<file path="src/rtl/rom_scan_serializer_pkg.sv">
// rom_scan_pkg: shared types and constants for the ROM scan serializer.
//   - state_e : scan FSM states (IDLE, FETCH, SHIFT, DONE)
//   - DEF_*   : default address width, word width and ROM read latency
//   - cnt_w() : width of a counter that must hold values 0..n-1
package rom_scan_pkg;

  typedef enum logic [1:0] {
    ST_IDLE  = 2'd0,
    ST_FETCH = 2'd1,
    ST_SHIFT = 2'd2,
    ST_DONE  = 2'd3
  } state_e;

  localparam int DEF_ADDR_W  = 3;
  localparam int DEF_DATA_W  = 16;
  localparam int DEF_ROM_LAT = 0;

  // Never returns 0 so a counter for a single value still has one bit.
  function automatic int cnt_w(input int n);
    return (n > 1) ? $clog2(n) : 1;
  endfunction

endpackage

</file>
<file path="src/rtl/rom_scan_serializer_if.sv">
// rom_scan_serializer_if: one-bit valid/ready serial link.
//   ser_data  - current bit, MSB of each word first
//   ser_valid - ser_data is valid
//   ser_ready - sink accepts the bit on an edge where valid and ready are high
//   ser_last  - final bit of the final word of a scan
// master = serializer side, slave = sink side.
interface rom_scan_serializer_if;
  logic ser_data;
  logic ser_valid;
  logic ser_ready;
  logic ser_last;

  modport master (
    output ser_data,
    output ser_valid,
    output ser_last,
    input  ser_ready
  );

  modport slave (
    input  ser_data,
    input  ser_valid,
    input  ser_last,
    output ser_ready
  );
endinterface

</file>
<file path="src/rtl/rom_scan_serializer_bit_serializer.sv">
// bit_serializer: parallel-load, MSB-first shift register with bit counter.
//   clk, rst_n   - clock, asynchronous active-low reset
//   load_i       - load data_i, clear the bit counter, raise valid_o
//   data_i       - parallel word to serialize
//   ready_i      - sink ready; a bit is consumed when valid_o && ready_i
//   data_o       - current bit (shift register MSB)
//   valid_o      - a word is being serialized
//   last_bit_o   - the current bit is the last bit of the word
//   accept_o     - a bit is consumed on the coming edge
module bit_serializer
  import rom_scan_pkg::*;
#(
  parameter int DATA_W = DEF_DATA_W
) (
  input  logic              clk,
  input  logic              rst_n,
  input  logic              load_i,
  input  logic [DATA_W-1:0] data_i,
  input  logic              ready_i,
  output logic              data_o,
  output logic              valid_o,
  output logic              last_bit_o,
  output logic              accept_o
);

  localparam int CNT_W = cnt_w(DATA_W);
  localparam logic [CNT_W-1:0] CNT_LAST = CNT_W'(DATA_W - 1);

  logic [DATA_W-1:0] shreg_q, shreg_d;
  logic [CNT_W-1:0]  cnt_q, cnt_d;
  logic              valid_q, valid_d;

  assign data_o     = shreg_q[DATA_W-1];
  assign valid_o    = valid_q;
  assign accept_o   = valid_q & ready_i;
  assign last_bit_o = valid_q && (cnt_q == CNT_LAST);

  always_comb begin
    shreg_d = shreg_q;
    cnt_d   = cnt_q;
    valid_d = valid_q;
    if (load_i) begin
      shreg_d = data_i;
      cnt_d   = '0;
      valid_d = 1'b1;
    end else if (accept_o) begin
      // Zeros shift in, so the register is empty once the word is out.
      shreg_d = {shreg_q[DATA_W-2:0], 1'b0};
      if (cnt_q == CNT_LAST) begin
        cnt_d   = '0;
        valid_d = 1'b0;
      end else begin
        cnt_d = cnt_q + CNT_W'(1);
      end
    end
  end

  always_ff @(posedge clk or negedge rst_n) begin
    if (!rst_n) begin
      shreg_q <= '0;
      cnt_q   <= '0;
      valid_q <= 1'b0;
    end else begin
      shreg_q <= shreg_d;
      cnt_q   <= cnt_d;
      valid_q <= valid_d;
    end
  end

endmodule

</file>
<file path="src/rtl/rom_scan_serializer.sv">
// rom_scan_serializer: scans all 2^ADDR_W words of a ROM, streams each word
// MSB-first on a one-bit valid/ready link and keeps a running checksum.
//   clk, rst_n  - clock, asynchronous active-low reset
//   start_i     - level-sampled; begins a scan when idle
//   addr_o      - registered ROM address
//   spo_i       - ROM read data, valid ROM_LAT cycles after addr_o changes
//   ser_if      - serial link (master side)
//   busy_o      - scan in progress (FETCH or SHIFT)
//   done_o      - one-cycle pulse when the scan completes
//   checksum_o  - sum of captured words modulo 2^DATA_W
module rom_scan_serializer
  import rom_scan_pkg::*;
#(
  parameter int ADDR_W  = DEF_ADDR_W,
  parameter int DATA_W  = DEF_DATA_W,
  parameter int ROM_LAT = DEF_ROM_LAT
) (
  input  logic                 clk,
  input  logic                 rst_n,
  input  logic                 start_i,
  output logic [ADDR_W-1:0]    addr_o,
  input  logic [DATA_W-1:0]    spo_i,
  rom_scan_serializer_if.master ser_if,
  output logic                 busy_o,
  output logic                 done_o,
  output logic [DATA_W-1:0]    checksum_o
);

  localparam int WAIT_W = cnt_w(ROM_LAT + 1);
  localparam logic [WAIT_W-1:0] WAIT_LAST = WAIT_W'(ROM_LAT);
  localparam logic [ADDR_W-1:0] ADDR_MAX  = {ADDR_W{1'b1}};

  state_e            state_q;
  logic [ADDR_W-1:0] addr_q;
  logic [DATA_W-1:0] checksum_q;
  logic [WAIT_W-1:0] wait_q;
  logic              busy_q;
  logic              done_q;

  logic fetch_last;
  logic word_end;
  logic ser_accept;
  logic ser_last_bit;

  // spo_i is only trusted on the final FETCH cycle; earlier it still
  // reflects the previous address when the ROM has extra latency.
  assign fetch_last = (state_q == ST_FETCH) && (wait_q == WAIT_LAST);
  assign word_end   = (state_q == ST_SHIFT) && ser_accept && ser_last_bit;

  bit_serializer #(
    .DATA_W (DATA_W)
  ) u_bit_serializer (
    .clk        (clk),
    .rst_n      (rst_n),
    .load_i     (fetch_last),
    .data_i     (spo_i),
    .ready_i    (ser_if.ser_ready),
    .data_o     (ser_if.ser_data),
    .valid_o    (ser_if.ser_valid),
    .last_bit_o (ser_last_bit),
    .accept_o   (ser_accept)
  );

  assign ser_if.ser_last = (state_q == ST_SHIFT) && ser_last_bit && (addr_q == ADDR_MAX);

  assign addr_o     = addr_q;
  assign busy_o     = busy_q;
  assign done_o     = done_q;
  assign checksum_o = checksum_q;

  always_ff @(posedge clk or negedge rst_n) begin
    if (!rst_n) begin
      state_q    <= ST_IDLE;
      addr_q     <= '0;
      checksum_q <= '0;
      wait_q     <= '0;
      busy_q     <= 1'b0;
      done_q     <= 1'b0;
    end else begin
      done_q <= 1'b0;
      case (state_q)
        ST_IDLE: begin
          if (start_i) begin
            addr_q     <= '0;
            checksum_q <= '0;
            wait_q     <= '0;
            busy_q     <= 1'b1;
            state_q    <= ST_FETCH;
          end
        end
        ST_FETCH: begin
          if (fetch_last) begin
            checksum_q <= checksum_q + spo_i;
            state_q    <= ST_SHIFT;
          end else begin
            wait_q <= wait_q + WAIT_W'(1);
          end
        end
        ST_SHIFT: begin
          if (word_end) begin
            if (addr_q == ADDR_MAX) begin
              busy_q  <= 1'b0;
              done_q  <= 1'b1;
              state_q <= ST_DONE;
            end else begin
              addr_q  <= addr_q + ADDR_W'(1);
              wait_q  <= '0;
              state_q <= ST_FETCH;
            end
          end
        end
        ST_DONE: begin
          state_q <= ST_IDLE;
        end
        default: begin
          state_q <= ST_IDLE;
        end
      endcase
    end
  end

endmodule
</file>
<file path="src/flat_wrapper.sv">
// flat-port wrapper written by rule: the top's interface ports become plain ports
module rom_scan_serializer_flat import rom_scan_pkg::*;
#(
  parameter int ADDR_W  = DEF_ADDR_W,
  parameter int DATA_W  = DEF_DATA_W,
  parameter int ROM_LAT = DEF_ROM_LAT
)
  (clk, rst_n, start_i, addr_o, spo_i, busy_o, done_o, checksum_o, ser_if_ser_data, ser_if_ser_valid, ser_if_ser_last, ser_if_ser_ready);
  rom_scan_serializer_if ser_if_i ();
  input  logic clk;
  input  logic rst_n;
  input  logic start_i;
  output logic [ADDR_W-1:0] addr_o;
  input  logic [DATA_W-1:0] spo_i;
  output logic busy_o;
  output logic done_o;
  output logic [DATA_W-1:0] checksum_o;
  output wire logic [$bits(ser_if_i.ser_data)-1:0] ser_if_ser_data;
  output wire logic [$bits(ser_if_i.ser_valid)-1:0] ser_if_ser_valid;
  output wire logic [$bits(ser_if_i.ser_last)-1:0] ser_if_ser_last;
  input wire logic [$bits(ser_if_i.ser_ready)-1:0] ser_if_ser_ready;
  assign ser_if_ser_data = ser_if_i.ser_data;
  assign ser_if_ser_valid = ser_if_i.ser_valid;
  assign ser_if_ser_last = ser_if_i.ser_last;
  assign ser_if_i.ser_ready = ser_if_ser_ready;
  rom_scan_serializer #(.ADDR_W(ADDR_W), .DATA_W(DATA_W), .ROM_LAT(ROM_LAT)) u_core (.clk(clk), .rst_n(rst_n), .start_i(start_i), .addr_o(addr_o), .spo_i(spo_i), .ser_if(ser_if_i), .busy_o(busy_o), .done_o(done_o), .checksum_o(checksum_o));
endmodule
</file>
<file path="config.mk">
export PLATFORM = sky130hd
export DESIGN_NAME = rom_scan_serializer_flat
export DESIGN_NICKNAME = d
export VERILOG_FILES = /design/src/rtl/rom_scan_serializer_pkg.sv /design/src/rtl/rom_scan_serializer_if.sv /design/src/rtl/rom_scan_serializer_bit_serializer.sv /design/src/rtl/rom_scan_serializer.sv /design/src/flat_wrapper.sv
export SDC_FILE = /design/constraint.sdc
export NUM_CORES = 1
export LEC_CHECK = 0
export ABC_AREA = 1
export BUFFER_PORTS_ARGS = -buffer_cell sky130_fd_sc_hd__buf_4
export CORE_MARGIN = 4
export CORE_UTILIZATION = 30
export DETAILED_ROUTE_END_ITERATION = 16
export PLACE_DENSITY_LB_ADDON = 0.2
export SETUP_SLACK_MARGIN = 0.3
export SLEW_MARGIN = 20
export SYNTH_ARGS = -nofsm -noshare
export SYNTH_HDL_FRONTEND = slang
export SYNTH_SLANG_ARGS = --single-unit
</file>
<file path="constraint.sdc">
create_clock -name clk -period 1.65 [get_ports clk]
set_input_delay 0.33 -clock clk [delete_from_list [all_inputs] [get_ports clk]]
set_output_delay 0.33 -clock clk [all_outputs]
set_load 0.05 [all_outputs]
</file>
==> flow_metrics.py <==
metrics = {
    "clock_network": {
        "clock_tree.buffer_depth": 2,
        "cts_made_buffers": 5,
        "clk_pin_slew_ns": 0.10,
        "h-tree-depth": 2,
        "cts_tree": "built",
        "cts_num_sinks": 45,
        "post_cts_hold_buffer_count": 0,
        "ctsRootBufferMaster": "sky130_fd_sc_hd__clkbuf_8",
        "insertion_delay_ns": 0.31,
    },
    "pwr": {
        "p_int_w": 0.00467,
        "netSwitchingFraction_pct": 46.3,
        "pwr-share-clk_pct": 10.2,
        "fin_total_pwr_w": 0.00869,
        "p_switching_w": 0.00402,
        "vdd_drop_max_uv": 995,
        "combPwrFrac_pct": 67.5,
        "leakage_nw": 2.33,
        "p_per_area_mw_per_mm2": 1840,
        "pwr-share-seq_pct": 22.3,
    },
    "hold_path": {
        "hold_path.class": "in -> async",
    },
    "logic_synthesis": {
        "syn-cell-area_sq_mm": 0.00287,
        "synthesis.area_per_instance_sq_um": 7.24,
        "synth.ff_latch_count": 45,
        "mappedNetlistNets": 436,
        "synthCells": 397,
        "seq_area_frac_synth_pct": 39.2,
        "yosysWarnings": 0,
        "netlist-cell-type-count": 33,
    },
    "timing": {
        "worst_slew_pin_slew_ns": 0.622,
        "final_hold_viol_count": 0,
        "setup_ws_ns": -0.0979,
        "setup-violations-final": 1,
        "finalWorstPathRequiredPeriod_ns": 1.75,
        "hold_slack_ns": 0.0357,
        "grt_setup_unrepaired": "true",
        "finalCritPeriodShare_pct": 106,
        "final.setup.tns_ns": -0.0979,
        "timing.max_slew.rel_slack_pct": 58.5,
        "report.final.slew_viol_count": 0,
        "fin_skew_ns": 0.00810,
        "achievable-frequency_mhz": 572,
    },
    "floorplanning": {
        "die_width_microns": 106,
        "floorplan.initialDensity_pct": 30.9,
        "design.core.area_sq_mm": 0.00928,
        "floorplan.die.height_microns": 106,
        "io_pins": 44,
        "placementRows": 35,
        "floorplan_die_area_sq_mm": 0.0112,
    },
    "final_layout": {
        "layout.cell_area.non_filler_sq_mm": 0.00472,
        "antennaDiodeCount": 0,
        "layout.cells.most_common": "sky130_fd_sc_hd__nand2_1",
        "syn_to_final_growth_pct": 64.2,
        "drive_above_1_share_pct": 47.8,
        "leading_cell_types_in_the_layout_fill_and_taps_excluded": "sky130_fd_sc_hd__nand2_1 (120), sky130_fd_sc_hd__buf_4 (60), sky130_fd_sc_hd__inv_1 (36), sky130_fd_sc_hd__nand3_1 (36)",
        "final_net_count": 536,
    },
    "status": {
        "run_status": "finished, violations left",
        "violations": "setup timing",
    },
    "worst_setup_path": {
        "worstRegToRegCells": 7,
        "cpMostUsedCell": "sky130_fd_sc_hd__ha_4",
        "cp_slowest_stage_delay_ns": 0.41,
        "critical_path.startpoint_type": "flip-flop",
        "endpoint_kind": "primary output",
        "series_of_cell_instances_along_the_critical_path": "ha_4 -> ha_4 -> nand2_4 -> nor3b_4 -> buf_6",
        "cp_slowest_cell": "sky130_fd_sc_hd__dfrtp_2",
        "crit_path_max_fanout": 2,
        "crit_arrival_ns": 1.42,
        "path_class": "reg -> out",
        "cp_data_required_time_ns": 1.32,
    },
    "placed_design": {
        "finalWeightedCongestion": 0.825,
        "port_buffers": 43,
        "place_area_sq_mm": 0.00364,
        "post-dp-hpwl_mm": 5.67,
    },
    "global_route": {
        "grt_pass1_vias": 2860,
        "use_met2_pct": 24.9,
        "grt_first_pass_wirelength_mm": 14.2,
        "grt.total_usage_pct": 15.7,
        "gr-usage-met3_pct": 2.20,
        "grt_max_degree": 46,
        "gr-max-usage-layer": "met2",
        "initial_antenna_violation_count": 0,
        "use_met1_pct": 22.2,
        "grt_overflow": 0,
    },
    "drt": {
        "drc": 0,
        "detail_route.wl_per_cell_microns": 14.0,
        "wirelength_mm": 8.78,
        "drt-pass1-iter-count": 4,
        "avgViaCountPerCell": 4.64,
        "antenna_violating_nets_post_route": 0,
        "dr_total_vias": 2912,
        "drt-initial-drc-count": 55,
    },
    "flow_run": {
        "max_cap_violations": 0,
    },
}
-- synth_stat cells --
cell type / number / area share, %
sky130_fd_sc_hd__or2_2: 2 / 0.44
sky130_fd_sc_hd__o211ai_1: 2 / 0.52
sky130_fd_sc_hd__dfrtp_1: 45 / 39
sky130_fd_sc_hd__nand4_1: 1 / 0.22
sky130_fd_sc_hd__o21bai_1: 1 / 0.26
sky130_fd_sc_hd__o21ai_1: 12 / 2.1
sky130_fd_sc_hd__or2_1: 2 / 0.44
sky130_fd_sc_hd__inv_2: 9 / 1.2
sky130_fd_sc_hd__o31ai_1: 2 / 0.52
sky130_fd_sc_hd__nor2_1: 14 / 1.8
sky130_fd_sc_hd__ha_1: 18 / 7.8
sky130_fd_sc_hd__o21ai_0: 1 / 0.17
sky130_fd_sc_hd__nand2_2: 1 / 0.22
sky130_fd_sc_hd__nor3b_1: 1 / 0.26
sky130_fd_sc_hd__a21oi_1: 11 / 1.9
sky130_fd_sc_hd__nand3b_1: 3 / 0.78
sky130_fd_sc_hd__nand2_4: 1 / 0.39
sky130_fd_sc_hd__fa_1: 1 / 0.70
sky130_fd_sc_hd__a31oi_1: 1 / 0.22
sky130_fd_sc_hd__buf_6: 4 / 1.6
sky130_fd_sc_hd__xor2_1: 3 / 0.91
sky130_fd_sc_hd__buf_2: 1 / 0.17
sky130_fd_sc_hd__o31ai_2: 2 / 0.87
sky130_fd_sc_hd__o21a_1: 1 / 0.26
sky130_fd_sc_hd__and2_1: 2 / 0.44
sky130_fd_sc_hd__clkbuf_1: 1 / 0.13
sky130_fd_sc_hd__nand2_1: 153 / 20
sky130_fd_sc_hd__a22o_1: 1 / 0.30
sky130_fd_sc_hd__inv_1: 42 / 5.5
sky130_fd_sc_hd__nand3_1: 52 / 9.1
sky130_fd_sc_hd__nor2_4: 1 / 0.39
sky130_fd_sc_hd__buf_4: 2 / 0.52
sky130_fd_sc_hd__nor3_1: 4 / 0.70
-- logic make-up (layout without fill, tap and decap cells) --
group                    count (synthesis)  in the layout  synth area share (%)
buffers and inverters                   59            160                  9.06
AO/OA/AOI/OAI                           34             34                  7.14
adder cells (fa/ha/maj)                 19             19                  8.54
flip-flops                              45             45                  39.2
AND/OR/NAND/NOR                        237            237                  35.1
XOR/XNOR                                 3              3                 0.915
-- registers in the layout (all words and copies together) (netlist names) --
signal                           count
u_core.addr_o                        3
u_core.busy_o                        1
u_core.checksum_o                   16
u_core.done_o                        1
u_core.state_q                       2
u_core.u_bit_serializer.cnt_q        4
u_core.u_bit_serializer.shreg_q     16
u_core.u_bit_serializer.valid_o      1
u_core.wait_q                        1
-- per-layer routing --
layer,up-vias,wire length [microns]
li1,1472,-
met1,1380,4210
met2,49,4120
met3,11,260
met4,0,185
met5,-,0
-- worst max-delay path: cells and delay by family, from the launching register on --
kind                       cells  cell delay (ns)
and+or+nand+nor                2             0.24
DFF                            1             0.41
buffers and inverters          1             0.18
adders and majority gates      2             0.27
-- through the flow --
step | instances | setup WS [ns] | utilization [%]
global route | 627 | -0.159 | 50.8
finish | 627 | -0.0979 | 50.8
detailed placement | 567 | 0.0173 | 39.2
CTS | 613 | -0.0892 | 47.7
global placement | 567 | 0.0346 | 39.2
floorplan | 397 | -0.0861 | -
-- final cells by class --
class,count,area (sq um)
multi-input combinational,293,2060
timing repair buffer,101,1010
sequential,45,1150
clock inverter,2,38.8
tap,129,161
fill,917,4570
clock buffer,6,72.6
inverter,51,224
-- power groups by stage --
stage	clock [W]	combinational, W	sequential [W]
3_5_place_dp	0	0.00398	0.00197
6_report	0.000888	0.00586	0.00194
3_3_place_gp	0	0.00395	0.00196
2_1_floorplan	0	0.00239	0.00253
4_1_cts	0.000909	0.00537	0.00191
5_1_grt	0.000951	0.00639	0.00199
-- path summary, 6_finish.rpt --
check / from / end / slack [ns]
setup / recovery: u_core.addr_o[0]$_DFFE_PN0P_ / ser_if_ser_last / -0.1
hold / removal: rst_n / u_core.u_bit_serializer.shreg_q[15]$_DFFE_PN0P_ / 0.04
setup reg to reg: u_core.checksum_o[2]$_DFFE_PN0P_ / u_core.checksum_o[5]$_DFFE_PN0P_ / 0.04
hold reg to reg: u_core.u_bit_serializer.shreg_q[9]$_DFFE_PN0P_ / u_core.u_bit_serializer.shreg_q[9]$_DFFE_PN0P_ / 0.49
max in group asynchronous: rst_n / u_core.checksum_o[2]$_DFFE_PN0P_ / 1.16
min in group clk: spo_i[15] / u_core.u_bit_serializer.shreg_q[15]$_DFFE_PN0P_ / 0.26
-- timing repair --
item / CTS / global route
gates cloned: 3 / 0
pin swaps: 36 / 30
gates resized for setup: 99 / 43
buffers inserted: 35 / 14
setup endpoints to repair: 43 / 58
No activity file was read; power rests on OpenSTA's default activity.
